==> src/rtl/car_alarm_pkg.sv <==
// Shared constants for the car alarm switch front end: channel indices and default sizing.
package car_alarm_pkg;

  localparam int SW_DRIVER_DOOR    = 0;
  localparam int SW_PASSENGER_DOOR = 1;
  localparam int SW_IGNITION       = 2;
  localparam int SW_HIDDEN         = 3;
  localparam int SW_BRAKE          = 4;

  localparam int N_SW_DEFAULT        = 5;
  localparam int DEBOUNCE_10MS_50MHZ = 500000;

endpackage

==> src/rtl/sw_debounce_ch.sv <==
// One switch channel: 2-FF synchroniser, stability counter and, with SW_EDGE_PULSE_EN,
// registered rise/fall pulses aligned with the first cycle of the new stable level.
module sw_debounce_ch #(
  parameter int DEBOUNCE_CYCLES = 4,
  parameter int CNT_W           = $clog2(DEBOUNCE_CYCLES + 1)
) (
  input  logic clk,
  input  logic rst,
  input  logic sw_raw_i,
`ifdef SW_EDGE_PULSE_EN
  output logic sw_rise_o,
  output logic sw_fall_o,
`endif
  output logic sw_stable_o
);

  localparam logic [CNT_W-1:0] CNT_LAST = CNT_W'(DEBOUNCE_CYCLES - 1);

  logic             s1_q;
  logic             s2_q;
  logic             stable_q;
  logic             stable_d;
  logic [CNT_W-1:0] cnt_q;
  logic [CNT_W-1:0] cnt_d;

  // Any cycle where the synchronised level matches the accepted level restarts the count.
  always_comb begin
    stable_d = stable_q;
    cnt_d    = '0;
    if (s2_q != stable_q) begin
      if (cnt_q == CNT_LAST) begin
        stable_d = s2_q;
      end else begin
        cnt_d = cnt_q + CNT_W'(1);
      end
    end
  end

  always_ff @(posedge clk) begin
    if (!rst) begin
      s1_q     <= 1'b0;
      s2_q     <= 1'b0;
      stable_q <= 1'b0;
      cnt_q    <= '0;
    end else begin
      s1_q     <= sw_raw_i;
      s2_q     <= s1_q;
      stable_q <= stable_d;
      cnt_q    <= cnt_d;
    end
  end

  assign sw_stable_o = stable_q;

`ifdef SW_EDGE_PULSE_EN
  logic rise_q;
  logic fall_q;

  // Pulses are registered from the same next-state so they coincide with the level change.
  always_ff @(posedge clk) begin
    if (!rst) begin
      rise_q <= 1'b0;
      fall_q <= 1'b0;
    end else begin
      rise_q <= stable_d & ~stable_q;
      fall_q <= ~stable_d & stable_q;
    end
  end

  assign sw_rise_o = rise_q;
  assign sw_fall_o = fall_q;
`endif

endmodule

==> src/rtl/switch_input_conditioner.sv <==
// Synchronises and debounces the raw alarm switch pins, one independent channel per pin.
// Optional SW_EDGE_PULSE_EN adds one-cycle sw_rise/sw_fall outputs.
module switch_input_conditioner
  import car_alarm_pkg::*;
#(
  parameter int N_SW            = N_SW_DEFAULT,
  parameter int DEBOUNCE_CYCLES = DEBOUNCE_10MS_50MHZ
) (
  input  logic            clk,
  input  logic            rst,
  input  logic [N_SW-1:0] sw_raw,
`ifdef SW_EDGE_PULSE_EN
  output logic [N_SW-1:0] sw_rise,
  output logic [N_SW-1:0] sw_fall,
`endif
  output logic [N_SW-1:0] sw_stable
);

  localparam int CNT_W = $clog2(DEBOUNCE_CYCLES + 1);

  for (genvar g = 0; g < N_SW; g++) begin : g_ch
    sw_debounce_ch #(
      .DEBOUNCE_CYCLES(DEBOUNCE_CYCLES),
      .CNT_W          (CNT_W)
    ) u_ch (
      .clk        (clk),
      .rst        (rst),
      .sw_raw_i   (sw_raw[g]),
`ifdef SW_EDGE_PULSE_EN
      .sw_rise_o  (sw_rise[g]),
      .sw_fall_o  (sw_fall[g]),
`endif
      .sw_stable_o(sw_stable[g])
    );
  end

endmodule
==> config.mk <==
export PLATFORM = sky130hd
export DESIGN_NAME = switch_input_conditioner
export DESIGN_NICKNAME = d
export VERILOG_FILES = /design/src/rtl/car_alarm_pkg.sv /design/src/rtl/sw_debounce_ch.sv /design/src/rtl/switch_input_conditioner.sv
export SDC_FILE = /design/constraint.sdc
export NUM_CORES = 1
export LEC_CHECK = 0
export CAP_MARGIN = 30
export CORE_ASPECT_RATIO = 1.1
export CORE_MARGIN = 2
export CORE_UTILIZATION = 55
export CTS_BUF_LIST = sky130_fd_sc_hd__clkbuf_4 sky130_fd_sc_hd__clkbuf_8
export CTS_CLUSTER_SIZE = 30
export DETAILED_ROUTE_END_ITERATION = 8
export GPL_TIMING_DRIVEN = 0
export PLACE_DENSITY = 0.69
export SYNTH_ARGS = -nofsm -noshare
export SYNTH_HDL_FRONTEND = slang
export SYNTH_SLANG_ARGS = --single-unit
export TNS_END_PERCENT = 30
==> constraint.sdc <==
create_clock -name clk -period 2.2 [get_ports clk]
set_clock_uncertainty 0.15 [all_clocks]
set_input_delay 0.22 -clock clk [delete_from_list [all_inputs] [get_ports clk]]
set_output_delay 0.22 -clock clk [all_outputs]
set_load 0.05 [all_outputs]
==> impl_results.html, run 1 <==
<table>
<tr><th>Metric</th><th>Value</th></tr>
<tr><th colspan="2">Clock tree</th></tr>
<tr><td>Number of hold buffers added after CTS</td><td>0</td></tr>
<tr><td>Worst-skew pair later-pin latency</td><td>0.37 ns</td></tr>
<tr><td>Total number of clock tree sinks</td><td>110</td></tr>
<tr><td>H-tree levels</td><td>3</td></tr>
<tr><td>Clock Path Buffers</td><td>2</td></tr>
<tr><td>CTS tree</td><td>done</td></tr>
<tr><td>Root buffer cell</td><td>sky130_fd_sc_hd__clkbuf_8</td></tr>
<tr><td>Clock-pin slew reported for the worst setup and hold paths after clock tree synthesis</td><td>0.10 ns</td></tr>
<tr><td>CTS buffer count</td><td>9</td></tr>
<tr><th colspan="2">Pwr</th></tr>
<tr><td>Worst IR Drop VDD</td><td>0.3574 mV</td></tr>
<tr><td>Leakage dissipation</td><td>1.628 nW</td></tr>
<tr><td>Final Power</td><td>3.548 mW</td></tr>
<tr><td>Total power divided by cell area</td><td>655.5 mW/mm2</td></tr>
<tr><th colspan="2">Job</th></tr>
<tr><td>Reported max-cap violation count</td><td>0</td></tr>
<tr><th colspan="2">STA</th></tr>
<tr><td>Worst max-slew margin expressed relative to the limit</td><td>67.22%</td></tr>
<tr><td>Highest clock frequency the design can meet</td><td>483.2 MHz</td></tr>
<tr><td>Final-layout setup total negative slack</td><td>0 ns</td></tr>
<tr><td>Worst slew pin tran</td><td>0.4902 ns</td></tr>
<tr><td>Final Hold Viols</td><td>0</td></tr>
<tr><td>Final Setup Violations</td><td>0</td></tr>
<tr><td>Post-layout minimum cycle time</td><td>2.070 ns</td></tr>
<tr><td>Number of max-slew violations in the final report</td><td>0</td></tr>
<tr><td>RSZ-0062 raised after global routing</td><td>no</td></tr>
<tr><td>Final period util</td><td>94.08%</td></tr>
<tr><th colspan="2">Final layout</th></tr>
<tr><td>Most frequent cells in the layout</td><td>sky130_fd_sc_hd__dfxtp_1 (110), sky130_fd_sc_hd__nor2_1 (68), sky130_fd_sc_hd__nand2_1 (38)</td></tr>
<tr><td>Share of post-route cells with drive strength above 1</td><td>8.390%</td></tr>
<tr><td>Area growth syn-to-layout</td><td>12.16%</td></tr>
<tr><td>Layout fillers</td><td>711</td></tr>
<tr><td>Commonest non-fill, non-tap cell in the layout</td><td>sky130_fd_sc_hd__dfxtp_1</td></tr>
<tr><td>Count of nets after finishing</td><td>591</td></tr>
<tr><td>Antenna fix cells</td><td>0</td></tr>
<tr><th colspan="2">Global routing</th></tr>
<tr><td>Global-route track usage on met3</td><td>4.572%</td></tr>
<tr><td>Global-route total usage across every layer</td><td>19.79%</td></tr>
<tr><td>Initial antenna violation count</td><td>0</td></tr>
<tr><td>Total overflow reported by the global router</td><td>0</td></tr>
<tr><td>First-pass GRT wire length</td><td>15370 um</td></tr>
<tr><td>Met2 GRT Util</td><td>32.98%</td></tr>
<tr><td>Vias in the first global route</td><td>3492</td></tr>
<tr><td>GR Layer Usage met1</td><td>25.43%</td></tr>
<tr><td>Maximum number of pins on one net before global-route repair</td><td>19</td></tr>
<tr><td>Layer with the highest usage after global routing</td><td>met2</td></tr>
<tr><th colspan="2">Detailed routing</th></tr>
<tr><td>WL/cell</td><td>12.55 um</td></tr>
<tr><td>Detail-routed via count per cell</td><td>5.540</td></tr>
<tr><td>Antenna-violating nets left</td><td>0</td></tr>
<tr><td>Drt initial violations</td><td>124</td></tr>
<tr><td>Routed Wire Length</td><td>8720 um</td></tr>
<tr><td>Detailed-route DRC error count</td><td>0</td></tr>
<tr><td>Via count</td><td>3850</td></tr>
<tr><td>First-pass detailed-route iteration total</td><td>4</td></tr>
<tr><th colspan="2">Critical path</th></tr>
<tr><td>CP bufs+invs</td><td>1</td></tr>
<tr><td>CP Cell Sequence</td><td>ha_1 -&gt; and4_2 -&gt; nand4_1 -&gt; o31ai_4 -&gt; buf_4 -&gt; nor2_1</td></tr>
<tr><td>Kind of start point of the critical path</td><td>flip-flop</td></tr>
<tr><td>Largest fanout of any net on the critical path</td><td>10</td></tr>
<tr><td>Cell family with most CP delay</td><td>simple AND/OR/NAND/NOR gates</td></tr>
<tr><td>Highest cell delay on the worst timing path</td><td>0.39 ns</td></tr>
<tr><td>Slowest cell on crit path</td><td>sky130_fd_sc_hd__dfxtp_1</td></tr>
<tr><td>Data required time of the worst path</td><td>2.32 ns</td></tr>
<tr><td>Critical path endpoint category</td><td>flip-flop</td></tr>
<tr><td>Data arrival, critical path</td><td>2.19 ns</td></tr>
<tr><td>Critical setup path kind</td><td>flip-flop to flip-flop</td></tr>
<tr><th colspan="2">Placement</th></tr>
<tr><td>Buffers on Ports</td><td>11</td></tr>
<tr><td>Routability congestion estimate from global placement</td><td>0.7951</td></tr>
<tr><td>Hpwl dp</td><td>6121 um</td></tr>
<tr><th colspan="2">Min path</th></tr>
<tr><td>Path class of the lowest-slack min-delay path</td><td>primary input to flip-flop</td></tr>
<tr><th colspan="2">Logic synthesis</th></tr>
<tr><td>Number of warning messages in the yosys log</td><td>0</td></tr>
<tr><td>Top cells by area, synth</td><td>sky130_fd_sc_hd__dfxtp_1 (46%), sky130_fd_sc_hd__xor2_1 (6.7%), sky130_fd_sc_hd__nor2_1 (5.3%)</td></tr>
<tr><td>Leading register cell type out of synthesis</td><td>sky130_fd_sc_hd__dfxtp_1</td></tr>
<tr><td>Mean post-synth cell area</td><td>8.727 um2</td></tr>
<tr><td>Top-area cell type share of the netlist area</td><td>45.63%</td></tr>
<tr><td>Dominant cell type by area after synthesis</td><td>sky130_fd_sc_hd__dfxtp_1</td></tr>
<tr><td>Cell count after synthesis</td><td>553</td></tr>
<tr><td>Count of flip-flops with a built-in enable after synthesis</td><td>0</td></tr>
<tr><td>Summed instance area of the synthesized netlist</td><td>0.004826 mm2</td></tr>
<tr><td>Register bit count reported by yosys</td><td>110</td></tr>
<tr><td>Post-Syn Nets</td><td>565</td></tr>
<tr><td>Share of flip-flops with an asynchronous set or reset</td><td>0%</td></tr>
<tr><td>Fraction of the yosys area taken by sequential cells</td><td>45.63%</td></tr>
<tr><td>Number of library cell types mapped by synthesis</td><td>36</td></tr>
<tr><th colspan="2">Die</th></tr>
<tr><td>Placeable Area</td><td>0.008452 mm2</td></tr>
<tr><td>Die outline height</td><td>102.2 um</td></tr>
<tr><td>Number of placement rows</td><td>35</td></tr>
<tr><td>Overall die area</td><td>0.009540 mm2</td></tr>
<tr><td>Die Wd</td><td>93.31 um</td></tr>
<tr><td>I/O pin count</td><td>12</td></tr>
<tr><td>Starting Density</td><td>57.10%</td></tr>
<tr><th colspan="2">Outcome</th></tr>
<tr><td>Run status</td><td>finished clean</td></tr>
</table>
==> routing by layer <==
metal,up-vias,part of all wire [%]
met5,-,0
met4,0,1.2
met3,10,2.9
met2,51,48
met1,1791,47
li1,1998,-
==> synth_stat cells (4+ instances only) <==
cell type / number
sky130_fd_sc_hd__dfxtp_1: 110
sky130_fd_sc_hd__nor2_1: 68
sky130_fd_sc_hd__nand2_1: 38
sky130_fd_sc_hd__xor2_1: 37
sky130_fd_sc_hd__a21oi_1: 33
sky130_fd_sc_hd__or3_1: 31
sky130_fd_sc_hd__nand3_1: 29
sky130_fd_sc_hd__nand4_1: 25
sky130_fd_sc_hd__o21ai_0: 25
sky130_fd_sc_hd__xnor2_1: 23
sky130_fd_sc_hd__inv_1: 18
sky130_fd_sc_hd__and2_1: 14
sky130_fd_sc_hd__nor4_1: 12
sky130_fd_sc_hd__clkbuf_1: 11
sky130_fd_sc_hd__or4_1: 11
sky130_fd_sc_hd__and4_1: 9
sky130_fd_sc_hd__o31ai_1: 8
sky130_fd_sc_hd__nor3_1: 7
sky130_fd_sc_hd__buf_2: 5
sky130_fd_sc_hd__buf_4: 5
sky130_fd_sc_hd__ha_1: 5
sky130_fd_sc_hd__nor4b_1: 5
sky130_fd_sc_hd__or2_2: 4
==> flip-flops by register name (all words and copies together), names as in the netlist <==
name,cells
g_ch.u_ch.cnt_q,95
g_ch.u_ch.sw_stable_o,5
g_ch.u_ch.s1_q,5
g_ch.u_ch.s2_q,5
==> timing repair <==
item,CTS,global route
pin swaps,1,6
setup endpoints to repair,40,52
resized for setup,5,9
buffers inserted,0,5
==> through the flow <==
step                setup WS [ns]  instance area (um2)  hold WS [ns]  instances  util (%)
finish                     0.1303                 5413        0.2709        695     64.04
global route              0.01373                 5413        0.2684        695     64.04
CTS                       0.02765                 5346        0.2542        690     63.26
detailed placement        -0.2669                 5075        0.2716        675     60.04
global placement          -0.2372                 5075        0.2662        675     60.04
floorplan                  0.2107                 4826        0.1973        553         -
==> cell families after synthesis <==
kind of cell               after synthesis  share of synthesized area (%)
and+or+nand+nor                        264                          29.40
DFF                                    110                          45.63
adders and majority gates                5                          1.296
AOI/OAI and AO/OA                       75                          9.230
buffers and inverters                   39                          3.552
xor gates and xnor gates                60                          10.89
==> worst register-to-register path, stage by stage (launching register included) <==
cell                      delay, ns
sky130_fd_sc_hd__dfxtp_1       0.39
sky130_fd_sc_hd__ha_1          0.24
sky130_fd_sc_hd__and4_2        0.29
sky130_fd_sc_hd__nand4_1       0.23
sky130_fd_sc_hd__o31ai_4       0.37
sky130_fd_sc_hd__buf_4         0.23
sky130_fd_sc_hd__nor2_1        0.06
==> worst paths after layout <==
kind,from,cells past startpoint,to,slack [ns]
max,g_ch[3].u_ch.cnt_q[0]$_SDFF_PP0_,6,g_ch[3].u_ch.cnt_q[12]$_SDFF_PP0_,0.13
min,sw_raw[2],2,g_ch[2].u_ch.s1_q$_SDFF_PN0_,0.27
max reg2reg,g_ch[3].u_ch.cnt_q[0]$_SDFF_PP0_,6,g_ch[3].u_ch.cnt_q[12]$_SDFF_PP0_,0.13
min reg2reg,g_ch[1].u_ch.s1_q$_SDFF_PN0_,1,g_ch[1].u_ch.s2_q$_SDFF_PN0_,0.29
==> layout make-up <==
cell class / instances / area [um2] / area share, %
repair buffers: 16 / 147.6 / 2.728
plain buffers: 20 / 108.9 / 2.011
multi-input cells: 404 / 2495 / 46.09
clock buffers: 10 / 137.6 / 2.543
clock inverters: 6 / 115.1 / 2.127
flip-flops and latches: 110 / 2202 / 40.68
well taps: 111 / 138.9 / 2.566
inverters: 18 / 67.56 / 1.248
==> power by group <==
group | internal [mW] | switching, mW | total (mW)
clock | 0.798 | 0.688 | 1.49
sequential | 2.00 | 0.00568 | 2.01
combinational | 0.0276 | 0.0276 | 0.0551
No activity file was read; power rests on OpenSTA's default activity.
==> run 2: changes to the inputs <==
--- a/config.mk
+++ b/config.mk
@@ -13,6 +13,7 @@
 export CTS_CLUSTER_SIZE = 30
 export DETAILED_ROUTE_END_ITERATION = 8
 export GPL_TIMING_DRIVEN = 0
+export MAX_ROUTING_LAYER = met4
 export PLACE_DENSITY = 0.69
 export SYNTH_ARGS = -nofsm -noshare
 export SYNTH_HDL_FRONTEND = slang
==> run 2 against run 1 <==
  * Sequential cell count did not move
  * Highest routed layer unchanged
  * Total power about the same
  * Sequential share of layout area stayed put
==> impl_results.html, run 2 (same netlist as run 1, synthesis figures left out) <==
<table>
<tr><th>Metric</th><th>Value</th></tr>
<tr><th colspan="2">Detailed routing</th></tr>
<tr><td>Detailed-route DRC error count</td><td>0 (unchanged)</td></tr>
<tr><td>Antenna-violating nets left</td><td>0 (unchanged)</td></tr>
<tr><td>Detail-routed via count per cell</td><td>5.538 (was 5.540)</td></tr>
<tr><td>Drt initial violations</td><td>128 (was 124)</td></tr>
<tr><td>WL/cell</td><td>12.53 um (was 12.55 um)</td></tr>
<tr><td>First-pass detailed-route iteration total</td><td>4 (unchanged)</td></tr>
<tr><td>Routed Wire Length</td><td>8710 um (was 8720 um)</td></tr>
<tr><td>Via count</td><td>3849 (was 3850)</td></tr>
<tr><th colspan="2">Placement</th></tr>
<tr><td>Hpwl dp</td><td>6121 um (unchanged)</td></tr>
<tr><td>Routability congestion estimate from global placement</td><td>0.8064 (was 0.7951)</td></tr>
<tr><td>Total placed cells including tap cells</td><td>675 (unchanged)</td></tr>
<tr><td>Buffers on Ports</td><td>11 (unchanged)</td></tr>
<tr><td>Worst setup slack before clock tree synthesis</td><td>-0.2669 ns (unchanged)</td></tr>
<tr><th colspan="2">Clock tree</th></tr>
<tr><td>H-tree levels</td><td>3 (unchanged)</td></tr>
<tr><td>CTS buffer count</td><td>9 (unchanged)</td></tr>
<tr><td>Worst-skew pair later-pin latency</td><td>0.37 ns (about the same)</td></tr>
<tr><td>Clock Path Buffers</td><td>2 (unchanged)</td></tr>
<tr><td>Total number of clock tree sinks</td><td>110 (unchanged)</td></tr>
<tr><td>Clock-pin slew reported for the worst setup and hold paths after clock tree synthesis</td><td>0.10 ns (about the same)</td></tr>
<tr><td>Number of hold buffers added after CTS</td><td>0 (unchanged)</td></tr>
<tr><td>Root buffer cell</td><td>sky130_fd_sc_hd__clkbuf_8 (unchanged)</td></tr>
<tr><td>CTS tree</td><td>done (unchanged)</td></tr>
<tr><th colspan="2">Min path</th></tr>
<tr><td>Path class of the lowest-slack min-delay path</td><td>primary input to flip-flop (unchanged)</td></tr>
<tr><th colspan="2">Pwr</th></tr>
<tr><td>Leakage dissipation</td><td>1.628 nW (unchanged)</td></tr>
<tr><td>Worst IR Drop VDD</td><td>0.3574 mV (about the same)</td></tr>
<tr><td>Total power divided by cell area</td><td>655.9 mW/mm2 (was 655.5 mW/mm2)</td></tr>
<tr><th colspan="2">Critical path</th></tr>
<tr><td>CP Cell Sequence</td><td>ha_1 -&gt; and4_2 -&gt; nand4_1 -&gt; o31ai_4 -&gt; buf_4 -&gt; nor2_1 (unchanged)</td></tr>
<tr><td>Kind of start point of the critical path</td><td>flip-flop (unchanged)</td></tr>
<tr><td>Critical path endpoint category</td><td>flip-flop (unchanged)</td></tr>
<tr><td>Slowest cell on crit path</td><td>sky130_fd_sc_hd__dfxtp_1 (unchanged)</td></tr>
<tr><td>Largest fanout of any net on the critical path</td><td>10 (unchanged)</td></tr>
<tr><td>Data required time of the worst path</td><td>2.32 ns (about the same)</td></tr>
<tr><td>Data arrival, critical path</td><td>2.19 ns (about the same)</td></tr>
<tr><td>Highest cell delay on the worst timing path</td><td>0.39 ns (about the same)</td></tr>
<tr><td>Critical setup path kind</td><td>flip-flop to flip-flop (unchanged)</td></tr>
<tr><th colspan="2">Die</th></tr>
<tr><td>Placeable Area</td><td>0.008452 mm2 (unchanged)</td></tr>
<tr><td>Die outline height</td><td>102.2 um (unchanged)</td></tr>
<tr><td>I/O pin count</td><td>12 (unchanged)</td></tr>
<tr><td>Overall die area</td><td>0.009540 mm2 (unchanged)</td></tr>
<tr><td>Number of placement rows</td><td>35 (unchanged)</td></tr>
<tr><td>Die Wd</td><td>93.31 um (unchanged)</td></tr>
<tr><td>Starting Density</td><td>57.10% (unchanged)</td></tr>
<tr><th colspan="2">Final layout</th></tr>
<tr><td>Share of post-route cells with drive strength above 1</td><td>8.390% (unchanged)</td></tr>
<tr><td>Layout fillers</td><td>711 (unchanged)</td></tr>
<tr><td>Max FFs per register</td><td>95 (unchanged)</td></tr>
<tr><td>Commonest non-fill, non-tap cell in the layout</td><td>sky130_fd_sc_hd__dfxtp_1 (unchanged)</td></tr>
<tr><td>Antenna fix cells</td><td>0 (unchanged)</td></tr>
<tr><td>Multi-input combinational cell area</td><td>0.002495 mm2 (unchanged)</td></tr>
<tr><td>Finished Layout Cells</td><td>695 (unchanged)</td></tr>
<tr><td>Most frequent cells in the layout</td><td>sky130_fd_sc_hd__dfxtp_1 (110), sky130_fd_sc_hd__nor2_1 (68), sky130_fd_sc_hd__nand2_1 (38) (unchanged)</td></tr>
<tr><td>Area growth syn-to-layout</td><td>12.16% (unchanged)</td></tr>
<tr><td>Count of nets after finishing</td><td>591 (unchanged)</td></tr>
<tr><td>Top register by number of flip-flops</td><td>g_ch.u_ch.cnt_q (unchanged)</td></tr>
<tr><td>Register Area</td><td>0.002202 mm2 (unchanged)</td></tr>
<tr><td>Final standard cell utilization of the core</td><td>64.04% (unchanged)</td></tr>
<tr><th colspan="2">Global routing</th></tr>
<tr><td>Maximum number of pins on one net before global-route repair</td><td>19 (unchanged)</td></tr>
<tr><td>Vias in the first global route</td><td>3489 (was 3492)</td></tr>
<tr><td>Global-route total usage across every layer</td><td>20.41% (was 19.79%)</td></tr>
<tr><td>Initial antenna violation count</td><td>0 (unchanged)</td></tr>
<tr><td>Total overflow reported by the global router</td><td>0 (unchanged)</td></tr>
<tr><td>First-pass GRT wire length</td><td>15370 um (unchanged)</td></tr>
<tr><th colspan="2">STA</th></tr>
<tr><td>Final Setup Violations</td><td>0 (unchanged)</td></tr>
<tr><td>Post-layout minimum cycle time</td><td>2.070 ns (about the same)</td></tr>
<tr><td>Final period util</td><td>94.10% (was 94.08%)</td></tr>
<tr><td>Highest clock frequency the design can meet</td><td>483.0 MHz (was 483.2 MHz)</td></tr>
<tr><td>Final Hold Viols</td><td>0 (unchanged)</td></tr>
<tr><td>Min setup slack post-route</td><td>0.1298 ns (was 0.1303 ns)</td></tr>
<tr><td>Worst max-slew margin expressed relative to the limit</td><td>67.22% (unchanged)</td></tr>
<tr><td>Number of max-slew violations in the final report</td><td>0 (unchanged)</td></tr>
<tr><td>Worst slew pin tran</td><td>0.4902 ns (unchanged)</td></tr>
<tr><td>RSZ-0062 raised after global routing</td><td>no (unchanged)</td></tr>
<tr><th colspan="2">Job</th></tr>
<tr><td>Reported max-cap violation count</td><td>0 (unchanged)</td></tr>
<tr><th colspan="2">Outcome</th></tr>
<tr><td>Run status</td><td>finished clean (unchanged)</td></tr>
</table>
[run 2: cell counts in the layout (fill, tap and decap cells not counted)]
No cell type changed its count.
[run 2: worst max-delay path, delay by kind of cell (launching register included)]
family | cells | cell delay [ns]
adder cells (fa/ha/maj) | 1 | 0.24
buffers and inverters | 1 | 0.23
AND/OR/NAND/NOR | 3 | 0.58
flip-flops | 1 | 0.39
AO/OA/AOI/OAI | 1 | 0.37
[run 2: worst paths after layout]
path | startpoint | to | slack (ns) | cells past startpoint
worst max-delay path | g_ch[3].u_ch.cnt_q[0]$_SDFF_PP0_ | g_ch[3].u_ch.cnt_q[12]$_SDFF_PP0_ | 0.13 | 6
worst min-delay path | sw_raw[2] | g_ch[2].u_ch.s1_q$_SDFF_PN0_ | 0.27 | 2
worst max register to register | g_ch[3].u_ch.cnt_q[0]$_SDFF_PP0_ | g_ch[3].u_ch.cnt_q[12]$_SDFF_PP0_ | 0.13 | 6
worst min register to register | g_ch[1].u_ch.s1_q$_SDFF_PN0_ | g_ch[1].u_ch.s2_q$_SDFF_PN0_ | 0.29 | 1
[run 2: timing repair]
item / 4_1_cts / 5_1_grt
buffers inserted: 0 / 5
endpoints found under the setup margin: 40 / 52
resized for setup: 5 / 9
pin swaps: 1 / 6
[run 2: cell type report]
| type | instances | area share [%] |
|---|---|---|
| Timing Repair Buffer | 16 | 2.728 |
| Inverter | 18 | 1.248 |
| Clock inverter | 6 | 2.127 |
| Tap cell | 111 | 2.566 |
| Buffer | 20 | 2.011 |
| Clock buffer | 10 | 2.543 |
| Sequential cell | 110 | 40.68 |
| Multi-Input combinational cell | 404 | 46.09 |
[run 2: power breakdown]
| group | internal [mW] | total, mW | leakage (nW) | switching [mW] |
|---|---|---|---|---|
| Sequential | 2.00 | 2.01 | 0.888 | 0.00568 |
| Clock | 0.798 | 1.49 | 0.129 | 0.690 |
| Combinational | 0.0276 | 0.0551 | 0.611 | 0.0276 |
[run 2: through the flow]
stage | cell area (um2) | TNS (ns) | power (mW) | hold WS, ns
2_1_floorplan | 4826 | 0 | 2.081 | 0.1973
3_3_place_gp | 5075 | -3.598 | 2.101 | 0.2662
3_5_place_dp | 5075 | -4.356 | 2.102 | 0.2716
4_1_cts | 5346 | 0 | 3.582 | 0.2542
5_1_grt | 5413 | 0 | 3.672 | 0.2685
6_report | 5413 | 0 | 3.550 | 0.2696
[run 2: layer usage]
layer  vias to the layer above  routed length (um)  track usage (%)  share of wire [%]
li1                       1998                   -                -                  -
met1                      1786                4142            25.43                 48
met2                        52                4186            32.98                 48
met3                        13                 270            4.572                3.1
met4                         0                 109            6.787                1.3
met5                         -                   0                -                  0
